`src/rtl/cpu_defs.sv`:
```
// Shared CPU definitions: CP0 register addresses, exception codes,
// Status/Cause bit positions and the WB-to-CP0 commit bus.
package cpu_defs;

   // CP0 register addresses as {rd[4:0], sel[2:0]}
   localparam logic [7:0] CP0_BADVADDR = {5'd8,  3'd0};
   localparam logic [7:0] CP0_COUNT    = {5'd9,  3'd0};
   localparam logic [7:0] CP0_COMPARE  = {5'd11, 3'd0};
   localparam logic [7:0] CP0_STATUS   = {5'd12, 3'd0};
   localparam logic [7:0] CP0_CAUSE    = {5'd13, 3'd0};
   localparam logic [7:0] CP0_EPC      = {5'd14, 3'd0};

   // Exception codes
   localparam logic [4:0] EXCCODE_INT  = 5'h00;
   localparam logic [4:0] EXCCODE_ADEL = 5'h04;
   localparam logic [4:0] EXCCODE_ADES = 5'h05;
   localparam logic [4:0] EXCCODE_SYS  = 5'h08;
   localparam logic [4:0] EXCCODE_BP   = 5'h09;
   localparam logic [4:0] EXCCODE_RI   = 5'h0a;
   localparam logic [4:0] EXCCODE_OV   = 5'h0c;

   // Status / Cause bit positions
   localparam int STATUS_BEV    = 22;
   localparam int STATUS_IM_LO  = 8;
   localparam int STATUS_EXL    = 1;
   localparam int STATUS_IE     = 0;
   localparam int CAUSE_BD      = 31;
   localparam int CAUSE_TI      = 30;
   localparam int CAUSE_IP_LO   = 8;
   localparam int CAUSE_EXC_LO  = 2;

   // Events committed by the writeback stage
   typedef struct packed {
      logic        ex;
      logic [4:0]  exccode;
      logic        bd;
      logic [31:0] pc;
      logic [31:0] badvaddr;
      logic        eret;
   } ws_to_c0_bus_t;

   // Address-error exceptions are the only ones that capture BadVAddr
   function automatic logic is_addr_exc(input logic [4:0] code);
      return (code == EXCCODE_ADEL) || (code == EXCCODE_ADES);
   endfunction

endpackage

```
`src/rtl/cp0_regfile_if.sv`:
```
// WB <-> CP0 port: mtc0/mfc0 access plus committed exception/eret events.
interface cp0_regfile_if;
   import cpu_defs::*;

   logic          c0_we;
   logic [7:0]    c0_addr;
   logic [31:0]   c0_wdata;
   logic [31:0]   c0_rdata;
   ws_to_c0_bus_t ws;

   modport master (output c0_we, output c0_addr, output c0_wdata, output ws,
                   input  c0_rdata);
   modport slave  (input  c0_we, input  c0_addr, input  c0_wdata, input  ws,
                   output c0_rdata);
endinterface

```
`src/rtl/cp0_timer.sv`:
```
// Count/Compare timer: Count advances every second cycle, TI latches a match.
module cp0_timer (
   input  logic        clk,
   input  logic        reset,
   input  logic        count_we,
   input  logic        compare_we,
   input  logic [31:0] wdata,
   output logic [31:0] count,
   output logic [31:0] compare,
   output logic        ti
);

   logic tick;

   // Half-rate counter; a Count write restarts the tick phase
   always_ff @(posedge clk) begin
      if (reset) begin
         tick  <= 1'b0;
         count <= 32'd0;
      end else if (count_we) begin
         tick  <= 1'b0;
         count <= wdata;
      end else begin
         tick <= ~tick;
         if (tick)
            count <= count + 32'd1;
      end
   end

   // Compare register and timer interrupt; a Compare write beats a match
   always_ff @(posedge clk) begin
      if (reset) begin
         compare <= 32'd0;
         ti      <= 1'b0;
      end else if (compare_we) begin
         compare <= wdata;
         ti      <= 1'b0;
      end else if (count == compare) begin
         ti <= 1'b1;
      end
   end

endmodule

```
`src/rtl/cp0_regfile.sv`:
```
// CP0 register file: mfc0/mtc0 access, exception/eret state, interrupt pending.
module cp0_regfile
   import cpu_defs::*;
#(
   parameter logic BEV_RESET = 1'b1
) (
   input  logic               clk,
   input  logic               reset,
   cp0_regfile_if.slave       c0,
   input  logic [5:0]         ext_int,
   output logic [31:0]        c0_epc,
   output logic               c0_has_int
);

   ws_to_c0_bus_t ws;
   logic          wr_en;
   logic [31:0]   rdata;

   logic [31:0]   badvaddr;
   logic [7:0]    status_im;
   logic          status_exl;
   logic          status_ie;
   logic          cause_bd;
   logic [1:0]    cause_ip_sw;
   logic [4:0]    cause_exccode;
   logic [31:0]   epc;
   logic [5:0]    ext_int_q;

   logic [31:0]   count;
   logic [31:0]   compare;
   logic          ti;
   logic [7:0]    cause_ip;
   logic [31:0]   status_rd;
   logic [31:0]   cause_rd;

   assign ws = c0.ws;

   // Exceptions and eret take the cycle; a coincident mtc0 is discarded
   assign wr_en = c0.c0_we & ~ws.ex & ~ws.eret;

   cp0_timer u_timer (
      .clk        (clk),
      .reset      (reset),
      .count_we   (wr_en && (c0.c0_addr == CP0_COUNT)),
      .compare_we (wr_en && (c0.c0_addr == CP0_COMPARE)),
      .wdata      (c0.c0_wdata),
      .count      (count),
      .compare    (compare),
      .ti         (ti)
   );

   // TI joins IP7 live so the interrupt can follow it by one cycle
   assign cause_ip  = {ext_int_q[5] | ti, ext_int_q[4:0], cause_ip_sw};
   assign status_rd = {9'd0, BEV_RESET, 6'd0, status_im, 6'd0, status_exl, status_ie};
   assign cause_rd  = {cause_bd, ti, 14'd0, cause_ip, 1'b0, cause_exccode, 2'b00};
   assign c0_epc    = epc;

   // Architectural state update: exception > eret > mtc0
   always_ff @(posedge clk) begin
      if (reset) begin
         badvaddr      <= 32'd0;
         status_im     <= 8'd0;
         status_exl    <= 1'b0;
         status_ie     <= 1'b0;
         cause_bd      <= 1'b0;
         cause_ip_sw   <= 2'd0;
         cause_exccode <= 5'd0;
         epc           <= 32'd0;
      end else if (ws.ex) begin
         status_exl    <= 1'b1;
         cause_exccode <= ws.exccode;
         if (!status_exl) begin
            epc      <= ws.bd ? (ws.pc - 32'd4) : ws.pc;
            cause_bd <= ws.bd;
         end
         if (is_addr_exc(ws.exccode))
            badvaddr <= ws.badvaddr;
      end else if (ws.eret) begin
         status_exl <= 1'b0;
      end else if (wr_en) begin
         case (c0.c0_addr)
            CP0_STATUS: begin
               status_im  <= c0.c0_wdata[STATUS_IM_LO +: 8];
               status_exl <= c0.c0_wdata[STATUS_EXL];
               status_ie  <= c0.c0_wdata[STATUS_IE];
            end
            CP0_CAUSE: cause_ip_sw <= c0.c0_wdata[CAUSE_IP_LO +: 2];
            CP0_EPC:   epc         <= c0.c0_wdata;
            default: ;
         endcase
      end
   end

   // Sample hardware interrupt lines and register the pending indication
   always_ff @(posedge clk) begin
      if (reset) begin
         ext_int_q  <= 6'd0;
         c0_has_int <= 1'b0;
      end else begin
         ext_int_q  <= ext_int;
         c0_has_int <= (|(cause_ip & status_im)) & status_ie & ~status_exl;
      end
   end

   // Combinational mfc0 read; unmapped addresses read zero
   always_comb begin
      rdata = 32'd0;
      case (c0.c0_addr)
         CP0_BADVADDR: rdata = badvaddr;
         CP0_COUNT:    rdata = count;
         CP0_COMPARE:  rdata = compare;
         CP0_STATUS:   rdata = status_rd;
         CP0_CAUSE:    rdata = cause_rd;
         CP0_EPC:      rdata = epc;
         default:      rdata = 32'd0;
      endcase
   end

   assign c0.c0_rdata = rdata;

endmodule

```
`src/flat_wrapper.sv`:
```
// flat-port wrapper written by rule: the top's interface ports become plain ports
module cp0_regfile_flat import cpu_defs::*;
#(
   parameter logic BEV_RESET = 1'b1
)
  (clk, reset, ext_int, c0_epc, c0_has_int, c0_c0_we, c0_c0_addr, c0_c0_wdata, c0_ws, c0_c0_rdata);
  cp0_regfile_if c0_i ();
  input  logic clk;
  input  logic reset;
  input  logic [5:0] ext_int;
  output logic [31:0] c0_epc;
  output logic c0_has_int;
  input wire logic [$bits(c0_i.c0_we)-1:0] c0_c0_we;
  input wire logic [$bits(c0_i.c0_addr)-1:0] c0_c0_addr;
  input wire logic [$bits(c0_i.c0_wdata)-1:0] c0_c0_wdata;
  input wire logic [$bits(c0_i.ws)-1:0] c0_ws;
  output wire logic [$bits(c0_i.c0_rdata)-1:0] c0_c0_rdata;
  assign c0_i.c0_we = c0_c0_we;
  assign c0_i.c0_addr = c0_c0_addr;
  assign c0_i.c0_wdata = c0_c0_wdata;
  assign c0_i.ws = c0_ws;
  assign c0_c0_rdata = c0_i.c0_rdata;
  cp0_regfile #(.BEV_RESET(BEV_RESET)) u_core (.clk(clk), .reset(reset), .c0(c0_i), .ext_int(ext_int), .c0_epc(c0_epc), .c0_has_int(c0_has_int));
endmodule
```
`config.mk`:
```
export PLATFORM = sky130hd
export DESIGN_NAME = cp0_regfile_flat
export DESIGN_NICKNAME = d
export VERILOG_FILES = /design/src/rtl/cpu_defs.sv /design/src/rtl/cp0_regfile_if.sv /design/src/rtl/cp0_timer.sv /design/src/rtl/cp0_regfile.sv /design/src/flat_wrapper.sv
export SDC_FILE = /design/constraint.sdc
export NUM_CORES = 1
export LEC_CHECK = 0
export ABC_AREA = 1
export ABC_CLOCK_PERIOD_IN_PS = 5400
export CORE_MARGIN = 3
export CORE_UTILIZATION = 45
export CTS_BUF_LIST = sky130_fd_sc_hd__clkbuf_2
export CTS_CLUSTER_SIZE = 28
export DETAILED_ROUTE_END_ITERATION = 8
export GPL_TIMING_DRIVEN = 0
export PLACE_DENSITY = 0.82
export SYNTH_ARGS = -nofsm -noshare
export SYNTH_HDL_FRONTEND = slang
export SYNTH_SLANG_ARGS = --single-unit
```
`constraint.sdc`:
```
create_clock -name clk -period 5.4 [get_ports clk]
set_input_delay 1.62 -clock clk [delete_from_list [all_inputs] [get_ports clk]]
set_output_delay 1.62 -clock clk [all_outputs]
set_load 0.005 [all_outputs]
```
==> results.md, run 1 <==
* CTS H-tree depth at 4
* Net Switching at approximately 0.00068 W
* Remaining global-route overflow at 0
* CP arrival at ~3800 ps
* P_int at 0.00160 W
* Pins over their slew limit at 0
* Final non-filler cell total at 1935
* Iteration-0 DRC Markers at 1200
* RSZ-0062 raised after global routing: yes
* Area growth syn-to-layout at 28.9%
* Async set or reset register ratio after synthesis at 0%
* Relative slew margins at ~33%
* Worst setup EP type: primary output
* Critical-path cell list: clkdlybuf4s50_1, inv_1, nand2_2, nor2_4, buf_4, nand3_2, o21ai_1, a21oi_1, o211ai_1, clkdlybuf4s50_1
* Most used cell, CP: clkdlybuf4s50_1
* CTS tree: yes
* Status: finished clean
* Most area-consuming cells after synthesis: dfxtp_1, nand2_1, nor2_1, o21ai_0, a21oi_1
* Starting Density at 46.4%
* Root buffer selected by CTS: clkbuf_2
* Vias in the first global route at approximately 10000
* Number of synthesized flops with an enable pin at 0
* Crit path launch: c0_c0_addr[7]
* Post-route DRC at 0
* Reg2reg end: u_core.u_timer.count[24]
* Clock Latency Late Sink at about 790 ps
* Most frequent cells in the layout: nand2_1, nor2_1, clkdlybuf4s50_1
* Leading cell type in the layout, fill and taps excluded: nand2_1
* Die footprint at 22100 µm²
* GPL Wtd Cong at between 0.9 and 1
* Minimum clock period at between 5000 and 6000 ps
* Design area at 11800 µm²
* Syn_area_per_cell at roughly 6.3 µm²
* CTS max path bufs at 2
* Worst path max stage delay at between 500 and 600 ps
* CP Class: input pin to primary output
* Critical Path Fanout Max at 6
* WL met2 at 16700 µm
* Initial antenna violation count at 1
* Largest net degree at the start of global routing at 17
* Total GRT Usage at between 30% and 40%
* CTS buffer count at 17
* Top_reg_cell synth: dfxtp_1
* Power Dens Cells at between 150 and 200 nW/µm²
* Seq/Total Area, Yosys at about a third
* I/O Buffers at between 150 and 200
* Critical path launch point type: input pin
* Syn Inst Count at ~1400
* Worst-Margin Slew at about 1000 ps
* Share of the synthesized area in the top cell type at 33.9%
* Setup ws final at around 33 ps
* Share of layout cells above drive strength 1 at under 10%
* # IOs at roughly 190
* Inst Count DP at approximately 1900
* First-pass GRT wire length at about 56000 µm
* Hold crit path type: flop to flop
* Worst-path clk slew at about 260 ps
* # Max-Cap Violations at 0
* FP Rows at between 50 and 60
* Fin. Hold Viols at 0
* Top cell type by total area after synthesis: dfxtp_1
* Fraction of power spent switching nets at 29.7%
* Setup Viol. Count Final at 0
* DR WL/cell at approximately 19 µm
* Critical path's slowest cell: clkdlybuf4s50_1
* DR vias at around 11000
* WL final at 36800 µm
* Max rail drop VDD at 90.5 µV
* Hpwl dp at approximately 30000 µm
* Share of power burned in registers at around 53%
* Core ar. at ~20000 µm²
* M1 WL at ~14000 µm
* Syn_nets at 1570
* Drt via density at 5.60
* Dpl cell area at 11300 µm²
* Comb pwr share at between 10% and 20%
* Hold WS at between 400 and 500 ps
* Unique masters post-synth at 41
* Detailed-router iteration count before antenna repair at 6
* Mapped Area at ~9000 µm²
* Fin crit share at ~99%
* Reg2reg setup slack at ~3300 ps
* FF-to-FF Start: u_core.u_timer.count[0]
* Final setup skew at 35.7 ps
* Synth Register Bits at around 160
* Met3 wire len at between 4000 and 5000 µm
* Fmax at about 0.19 GHz
* Top sig layer: met4
* R2R depth at 9
* Clk sinks at ~160
* Final core utilization at 59.8%
* End point of the critical path: c0_c0_rdata[6]
* Hold depth at 2
* WP data required at around 3800 ps
* Pleak at around 4.8 nW
* Die Y at about 150 µm
* Post-Place Worst Slack at -314 ps
* Yosys warning count at 0
* Clk network pwr share at between 30% and 40%
* Nets at ~1800
* Die X at roughly 150 µm
* Routed Antenna Nets at 0
==> cell families after synthesis <==
family | synth area share (%)
simple gates | 33.0
compound gates | 18.1
buf+inv | 10.2
flops | 33.9
xor+xnor | 4.50
fa+ha+maj | 0.273
==> per-stage QoR <==
stage	total power (W)	setup TNS, ps
floorplan	0.00135	0
global placement	0.00156	-5770
detailed placement	0.00157	-5900
CTS	0.00225	-182
global route	0.00235	-239
finish	0.00227	0
==> cells in the mapped netlist (2+ instances only) <==
library cell	count
nand2_1	362
nor2_1	196
dfxtp_1	155
inv_1	141
o21ai_0	125
a21oi_1	118
nand3_1	68
clkbuf_1	44
nand4_1	31
xor2_1	24
xnor2_1	23
buf_2	21
o2111ai_1	17
nor3_1	14
o22ai_1	14
a31oi_1	13
inv_2	10
nand2_2	10
nor2_2	9
o211ai_1	8
nor2_4	6
buf_6	4
clkbuf_2	4
o21bai_1	4
or2_2	4
nor3_2	3
buf_1	2
buf_4	2
ha_1	2
o21ai_1	2
==> power by group through the flow <==
stage / combinational (W) / clock, W / sequential [W]
global placement: 0.000336 / 0 / 0.00123
detailed placement: 0.000340 / 0 / 0.00123
finish: 0.000354 / 0.000711 / 0.00121
CTS: 0.000342 / 0.000705 / 0.00121
floorplan: 0.000132 / 0 / 0.00122
global route: 0.000379 / 0.000754 / 0.00121
==> sequential cells by signal (all words and copies together) (netlist names), 2 cells and up <==
register	flops
u_core.status_im	8
u_core.cause_ip_sw	2
u_core.cause_exccode	5
u_core.c0_epc	32
u_core.ext_int_q	6
u_core.badvaddr	32
u_core.u_timer.compare	32
u_core.u_timer.count	32
==> worst min-delay path by stage <==
stage	startpoint	to	slack, ps
5_1_grt	u_core.cause_exccode[2]	u_core.cause_exccode[2]	520
3_3_place_gp	u_core.cause_exccode[2]	u_core.cause_exccode[2]	450
3_5_place_dp	u_core.cause_exccode[2]	u_core.cause_exccode[2]	460
4_1_cts	u_core.cause_exccode[2]	u_core.cause_exccode[2]	480
2_1_floorplan	u_core.cause_exccode[2]	u_core.cause_exccode[2]	440
6_report	u_core.cause_exccode[2]	u_core.cause_exccode[2]	500
==> final cells by class <==
cell class / instances / area [µm²]
Clock inverter: 14 / 173
Fill cell: 1867 / 7920
Buffer: 76 / 418
Sequential cell: 155 / 3100
Timing Repair Buffer: 192 / 1930
Clock buffer: 17 / 85.1
Inverter: 152 / 573
Tap cell: 265 / 332
Multi-Input combinational cell: 1063 / 5180
Antenna cell: 1 / 2.50
==> metal layers <==
layer,vias up,track usage [%]
met5,-,0
met4,0,11.5
met3,104,7.01
met2,703,52.6
met1,4906,43.5
li1,5121,-
==> worst max-delay path: cells and delay by family <==
family                 cells  cell delay [ps]
buffers and inverters      4             1230
and+or+nand+nor            3              410
AOI/OAI and AO/OA          3              480
==> what timing repair did <==
item	4_1_cts	5_1_grt
resized for setup	25	37
hold buffers	0	0
pin swaps	2	7
setup endpoints to repair	32	31
setup buffers	1	6
cloned	0	1
(Power assumes the default switching activity.)
==> inputs of run 2 (changes only) <==
--- a/config.mk
+++ b/config.mk
@@ -14,6 +14,7 @@
 export DETAILED_ROUTE_END_ITERATION = 8
 export GPL_TIMING_DRIVEN = 0
 export PLACE_DENSITY = 0.82
+export SKIP_CTS_REPAIR_TIMING = 1
 export SYNTH_ARGS = -nofsm -noshare
 export SYNTH_HDL_FRONTEND = slang
 export SYNTH_SLANG_ARGS = --single-unit
==> run 2 against run 1 <==
Effect of this change: sequential power hardly changed; via count is 0.77% lower; flip-flop and latch count unchanged; fmax grew 0.20%; total power about the same; routed wire length up 0.32%; critical path depth stayed put; setup slack better by 11 ps; core utilization barely moved; combinational power hardly changed; largest cell class unchanged; highest routed layer unchanged.
==> results.md, run 2 (same netlist as run 1, synthesis figures left out) <==
* Status: finished clean (unchanged)
* Final non-filler cell total at 1936 (was 1935)
* CTS buffer count at 17 (unchanged)
* Nets at 1781 (was 1780)
* Starting Density at 46.4% (unchanged)
* Share of layout cells above drive strength 1 at 8.20% (was 7.97%)
* Drt via density at 5.55 (was 5.60)
* Initial antenna violation count at 1 (unchanged)
* Setup Viol. Count Final at 0 (unchanged)
* Hold WS at 486 ps (was 500 ps)
* Leading cell type in the layout, fill and taps excluded: nand2_1 (unchanged)
* Largest net degree at the start of global routing at 17 (unchanged)
* FP Rows at 51 (unchanged)
* Fin crit share at 99.2% (was 99.4%)
* Post-route DRC at 0 (unchanged)
* Pleak at 4.72 nW (was 4.85 nW)
* CTS tree: yes (unchanged)
* Max rail drop VDD at 91.2 µV (was 90.5 µV)
* Pins over their slew limit at 0 (unchanged)
* WP data required at 3780 ps (about the same)
* Reg2reg setup slack at 3290 ps (was 3300 ps)
* Final setup skew at 37.0 ps (was 35.7 ps)
* Inst Count DP at 1896 (unchanged)
* Fin. Hold Viols at 0 (unchanged)
* # IOs at 186 (unchanged)
* CP Class: input pin to primary output (unchanged)
* FF-to-FF Start: u_core.u_timer.count[0] (unchanged)
* Remaining global-route overflow at 0 (unchanged)
* Total GRT Usage at 32.6% (was 32.7%)
* Fmax at 0.187 GHz (was 0.186 GHz)
* Setup TNS at 0 ps (unchanged)
* Minimum clock period at 5360 ps (was 5370 ps)
* Crit path launch: c0_c0_addr[4] (was c0_c0_addr[7])
* Die X at 149 µm (unchanged)
* Total power draw at 0.00228 W (was 0.00227 W)
* Power Dens Cells at 193 nW/µm² (about the same)
* Die Y at 149 µm (unchanged)
* Worst-path clk slew at 250 ps (was 260 ps)
* Worst Hold Launch: u_core.cause_exccode[2] (unchanged)
* WL final at 37000 µm (was 36800 µm)
* CTS H-tree depth at 4 (unchanged)
* Clock Latency Late Sink at 800 ps (was 790 ps)
* Die footprint at 22100 µm² (unchanged)
* GPL Wtd Cong at 0.992 (unchanged)
* Most frequent cells in the layout: nand2_1, nor2_1, clkdlybuf4s50_1 (unchanged)
* Routed Antenna Nets at 0 (unchanged)
* Final core utilization at 59.9% (was 59.8%)
* Vias in the first global route at 10015 (was 10022)
* DR vias at 10751 (was 10834)
* RSZ-0062 raised after global routing: yes (unchanged)
* DR WL/cell at 19.1 µm (was 19.0 µm)
* Critical path launch point type: input pin (unchanged)
* Iteration-0 DRC Markers at 1132 (was 1200)
* Clk sinks at 155 (unchanged)
* Worst-Margin Slew at 987 ps (was 1000 ps)
* I/O Buffers at 184 (unchanged)
* CTS max path bufs at 2 (unchanged)
* Hpwl dp at 29600 µm (unchanged)
* # Max-Cap Violations at 0 (unchanged)
* Area growth syn-to-layout at 29.0% (was 28.9%)
* Root buffer selected by CTS: clkbuf_2 (unchanged)
* CP arrival at 3740 ps (was 3750 ps)
* Detailed-router iteration count before antenna repair at 6 (unchanged)
* Critical Path Fanout Max at 10 (was 6)
* First-pass GRT wire length at 55800 µm (was 55900 µm)
* Core ar. at 19700 µm² (unchanged)
* Hold crit path type: flop to flop (unchanged)
* Relative slew margins at 34.2% (was 33.4%)
* Worst setup EP type: primary output (unchanged)
## run 2: layout make-up
type                            count  area, µm²
Clock inverter                     14        173
Fill cell                        1854       7910
Multi-Input combinational cell   1063       5200
Sequential cell                   155       3100
Timing Repair Buffer              193       1930
Tap cell                          265        332
Antenna cell                        1       2.50
Buffer                             76        402
Clock buffer                       17       85.1
Inverter                          152        577
## run 2: routing by layer
metal	global-route usage [%]	vias up	wire (µm)
li1	-	5122	-
met5	0	-	0
met2	52.5	692	16700
met1	43.7	4838	14100
met3	6.61	99	4750
met4	11.4	0	1410
## run 2: metrics by stage
| stage | setup slack, ps | cell area, µm² |
|---|---|---|
| after global routing | -36.1 | 11800 |
| after global placement | -318 | 11300 |
| after CTS | -322 | 11600 |
| final | 43.8 | 11800 |
| after floorplan | 1160 | 9150 |
| after detailed placement | -314 | 11300 |
## run 2: power by group
group          switching (W)  leakage, nW  internal (W)
clock network       0.000456        0.141      0.000258
logic               0.000192         3.32      0.000161
registers          0.0000304         1.26       0.00118
## run 2: critical path: stages
cell and delay [ps]:
clkdlybuf4s50_1 410, inv_1 200, nand2_2 140, nor2_4 140
nand2_4 90, clkinvlp_4 130, buf_4 190, nand2_1 80
o2111ai_1 160, clkdlybuf4s50_1 580
## run 2: final timing paths
| path | to | depth (start not counted) |
|---|---|---|
| setup / recovery | c0_c0_rdata[16] | 10 |
| hold / removal | u_core.cause_exccode[2] | 2 |
| setup reg to reg | u_core.u_timer.count[30] | 12 |
| hold reg to reg | u_core.cause_exccode[2] | 2 |
==> patch: new RTL, flow settings as in run 2 <==
Add an input register stage for `ext_int`; this delays it by one clock. The other inputs are not delayed to match.
--- a/src/rtl/cp0_regfile.sv
+++ b/src/rtl/cp0_regfile.sv
@@ -12,4 +12,10 @@
    output logic               c0_has_int
 );
+
+   logic [5:0] ext_int_r;
+
+   always_ff @(posedge clk) begin
+      ext_int_r <= ext_int;
+   end
 
    ws_to_c0_bus_t ws;
@@ -98,5 +104,5 @@
          c0_has_int <= 1'b0;
       end else begin
-         ext_int_q  <= ext_int;
+         ext_int_q  <= ext_int_r;
          c0_has_int <= (|(cause_ip & status_im)) & status_ie & ~status_exl;
       end
Behaviour: not the same (a bounded check fails within 4 cycles, from zero or initial values and one cycle with reset high).
==> patch against run 2 <==
  * Register-to-register slack got worse by 0.30 ns
  * Wire length increased by 6.6%
  * Highest routed layer unchanged
  * The run now ends with negative setup slack left
  * Count of clock-buffer cells in the layout increased by 1
  * Setup slack got worse by 0.098 ns
  * Largest power group unchanged
  * Sequential cell count increased by 6
  * Area after synthesis decreased by 0.14%
  * Cell area increased by 1.3%
  * Fmax decreased by 1.8%
  * Power increased by 0.25%
  * Critical path depth increased by 1
==> patch: results (changes against run 2) <==
** Clock tree
- Worst-path clk slew :: 0.26 ns
- The worst-case clock buffer depth is 2 (unchanged).
- The clock network latency to the later pin of the worst-skew pair is 0.82 ns (was 0.80 ns).
- Number of buffers created by CTS :: 17 (unchanged)
- Root Buffer Master :: clkbuf_2 (unchanged)

** Synthesis
- The synthesized net count came to 1,571 (was 1,570).
- Top cells by instance count after synthesis: nand2_1 (330), nor2_1 (216), dfxtp_1 (161), inv_1 (148), o21ai_0 (143) (was nand2_1 (362), nor2_1 (196), dfxtp_1 (155), inv_1 (141), o21ai_0 (125)).
- Count of different cell masters after synthesis :: 40 (was 41)
- The proportion of synthesized chip area in sequential cells is 0.3526 (was 0.3390).
- Share of async-settable or async-resettable flops after synthesis :: 0 (unchanged)
- Synth area leaders :: dfxtp_1 (35%), nand2_1 (14%), nor2_1 (8.9%), o21ai_0 (7.8%), a21oi_1 (6.9%) (was dfxtp_1 (34%), nand2_1 (15%), nor2_1 (8.0%), o21ai_0 (6.8%), a21oi_1 (6.5%))
- The total of warnings raised by yosys was 0 (unchanged).

** Route
- The total met3 wirelength after detailed routing is 5.044 mm (was 4.750 mm).
- The number of vias in the routed layout came to 11.22k (was 10.75k).
- Drt first-iter violations :: 1,297 (was 1,132)
- Met2 WL post-DR :: 18.00 mm (was 16.73 mm)
- Met1 Routed Length :: 14.96 mm (was 14.06 mm)
- The number of search-and-repair iterations in the first detailed-routing pass was 7 (was 6).
- The per-cell routed wire length came to 20.21 um (was 19.09 um).

** Critical path
- CP max stage delay :: 0.51 ns (was 0.58 ns)
- The maximum fanout encountered on the critical timing path came to 6 (was 10).
- The gate family responsible for the most delay along the worst path was buffers and inverters (unchanged).

** Timing
- The post-layout worst setup margin came to -0.05471 ns (was 0.04376 ns).
- The accumulated negative setup slack was -0.06184 ns (was 0 ns).
- The tightest slew margin relative to the limit is 0.1911 (was 0.3421).
- The count of final setup violators was 3 (was 0).
- The final clock skew came to 0.02811 ns (was 0.03696 ns).

** Power and ir drop
- Peak ir drop on the vdd network :: 0.1046 mV (was 0.09123 mV)
- The static leakage power was 5.154 nW (was 4.719 nW).

** Layout
- The number of nets in the layout is 1,793 (was 1,781).
- The number of filler instances in the final layout came to 1,849 (was 1,854).
- Layout-stage area growth over the synthesis result :: 30.79% (was 28.97%)
- Share of cells above drive strength 1 :: 0.06774 (was 0.08204)

** Status
- Run status :: finished with violations (was finished, final reports clean)
- Violated checks :: negative setup slack

** GRT
- The via count of the first global-routing pass came to 10.29k (was 10.02k).
- The total global-route track usage is 0.3387 (was 0.3263).
- First-pass GRT wire length :: 57.56 mm (was 55.77 mm)

** Placed design
- Placer's final routability congestion estimate :: 1.013 (was 0.9917)
- The quantity of I/O buffers inserted on ports was 185 (was 184).
- The placed wire-length estimate after detailed placement is 30.44 mm (was 29.64 mm).

** Min path
- The path category of the worst min-delay check was reg2reg (unchanged).
## patch: cell count changes after synthesis, sizes merged, moves of 4 or more
cell	change
nor4	+4
a21oi	+8
xor2	+9
nand4	-6
xnor2	-13
nand2	-38
clkbuf	+11
dfxtp	+6
buf	-16
nor2	+10
o21ai	+17
## patch: final cells by class
type / count / area share
Multi-Input combinational cell: 1060 / 0.4292
Sequential cell: 161 / 0.2696
Timing Repair Buffer: 203 / 0.1747
Inverter: 156 / 0.04982
Buffer: 71 / 0.03035
Tap cell: 265 / 0.02774
Clock inverter: 14 / 0.01078
Clock buffer: 18 / 0.007536
Antenna cell: 1 / 0.0002093
## patch: kinds of logic after synthesis
| family | share of synthesized area |
|---|---|
| XOR/XNOR | 0.04120 |
| flip-flops | 0.3526 |
| AND/OR/NAND/NOR | 0.3107 |
| AO/OA/AOI/OAI | 0.1964 |
| adder cells (fa/ha/maj) | 0.002737 |
| buffers and inverters | 0.09624 |
## patch: metrics by stage
stage / cell area (um^2) / total power, mW / cells / worst slack (ns)
after floorplan: 9140 / 1.400 / 1448 / 0.9958
after CTS: 11540 / 2.252 / 1930 / -0.5724
after global placement: 11320 / 1.615 / 1898 / -0.5789
after global routing: 11950 / 2.352 / 1949 / -0.1965
final: 11950 / 2.282 / 1949 / -0.05471
after detailed placement: 11320 / 1.618 / 1898 / -0.5654
## patch: path summary, 6_finish.rpt
| kind | start | end | slack [ns] | depth (start not counted) |
|---|---|---|---|---|
| setup / recovery | c0_c0_addr[6] | c0_c0_rdata[15] | -0.05 | 11 |
| hold / removal | u_core.ext_int_r[3]$_DFF_P_ | u_core.ext_int_q[3]$_SDFF_PP0_ | 0.42 | 2 |
| setup reg to reg | u_core.u_timer.count[0]$_SDFFE_PP0P_ | u_core.u_timer.count[16]$_SDFFE_PP0P_ | 2.99 | 12 |
| hold reg to reg | u_core.ext_int_r[3]$_DFF_P_ | u_core.ext_int_q[3]$_SDFF_PP0_ | 0.42 | 2 |
## patch: power breakdown
group	switching, mW	internal (mW)
clock network	0.491	0.175
logic	0.194	0.162
registers	0.0341	1.23
total	0.719	1.56
## patch: routing by layer
layer / global-route usage / vias up
met4: 0.1303 / 0
met3: 0.08196 / 129
li1: - / 5179
met2: 0.5410 / 773
met1: 0.4439 / 5140
met5: 0 / -
## patch: worst reg2reg max path, cell delays in order (launching register included)
cell and delay [ns]:
dfxtp_1 0.55, ha_1 0.28, nand2_1 0.08, nor2_2 0.21, nand2_1 0.18, nor2_1 0.23, nand3_1 0.15, nor2_1 0.23
nand2_1 0.11, a21oi_1 0.14, o21ai_1 0.07, nand2_1 0.07, inv_1 0.03
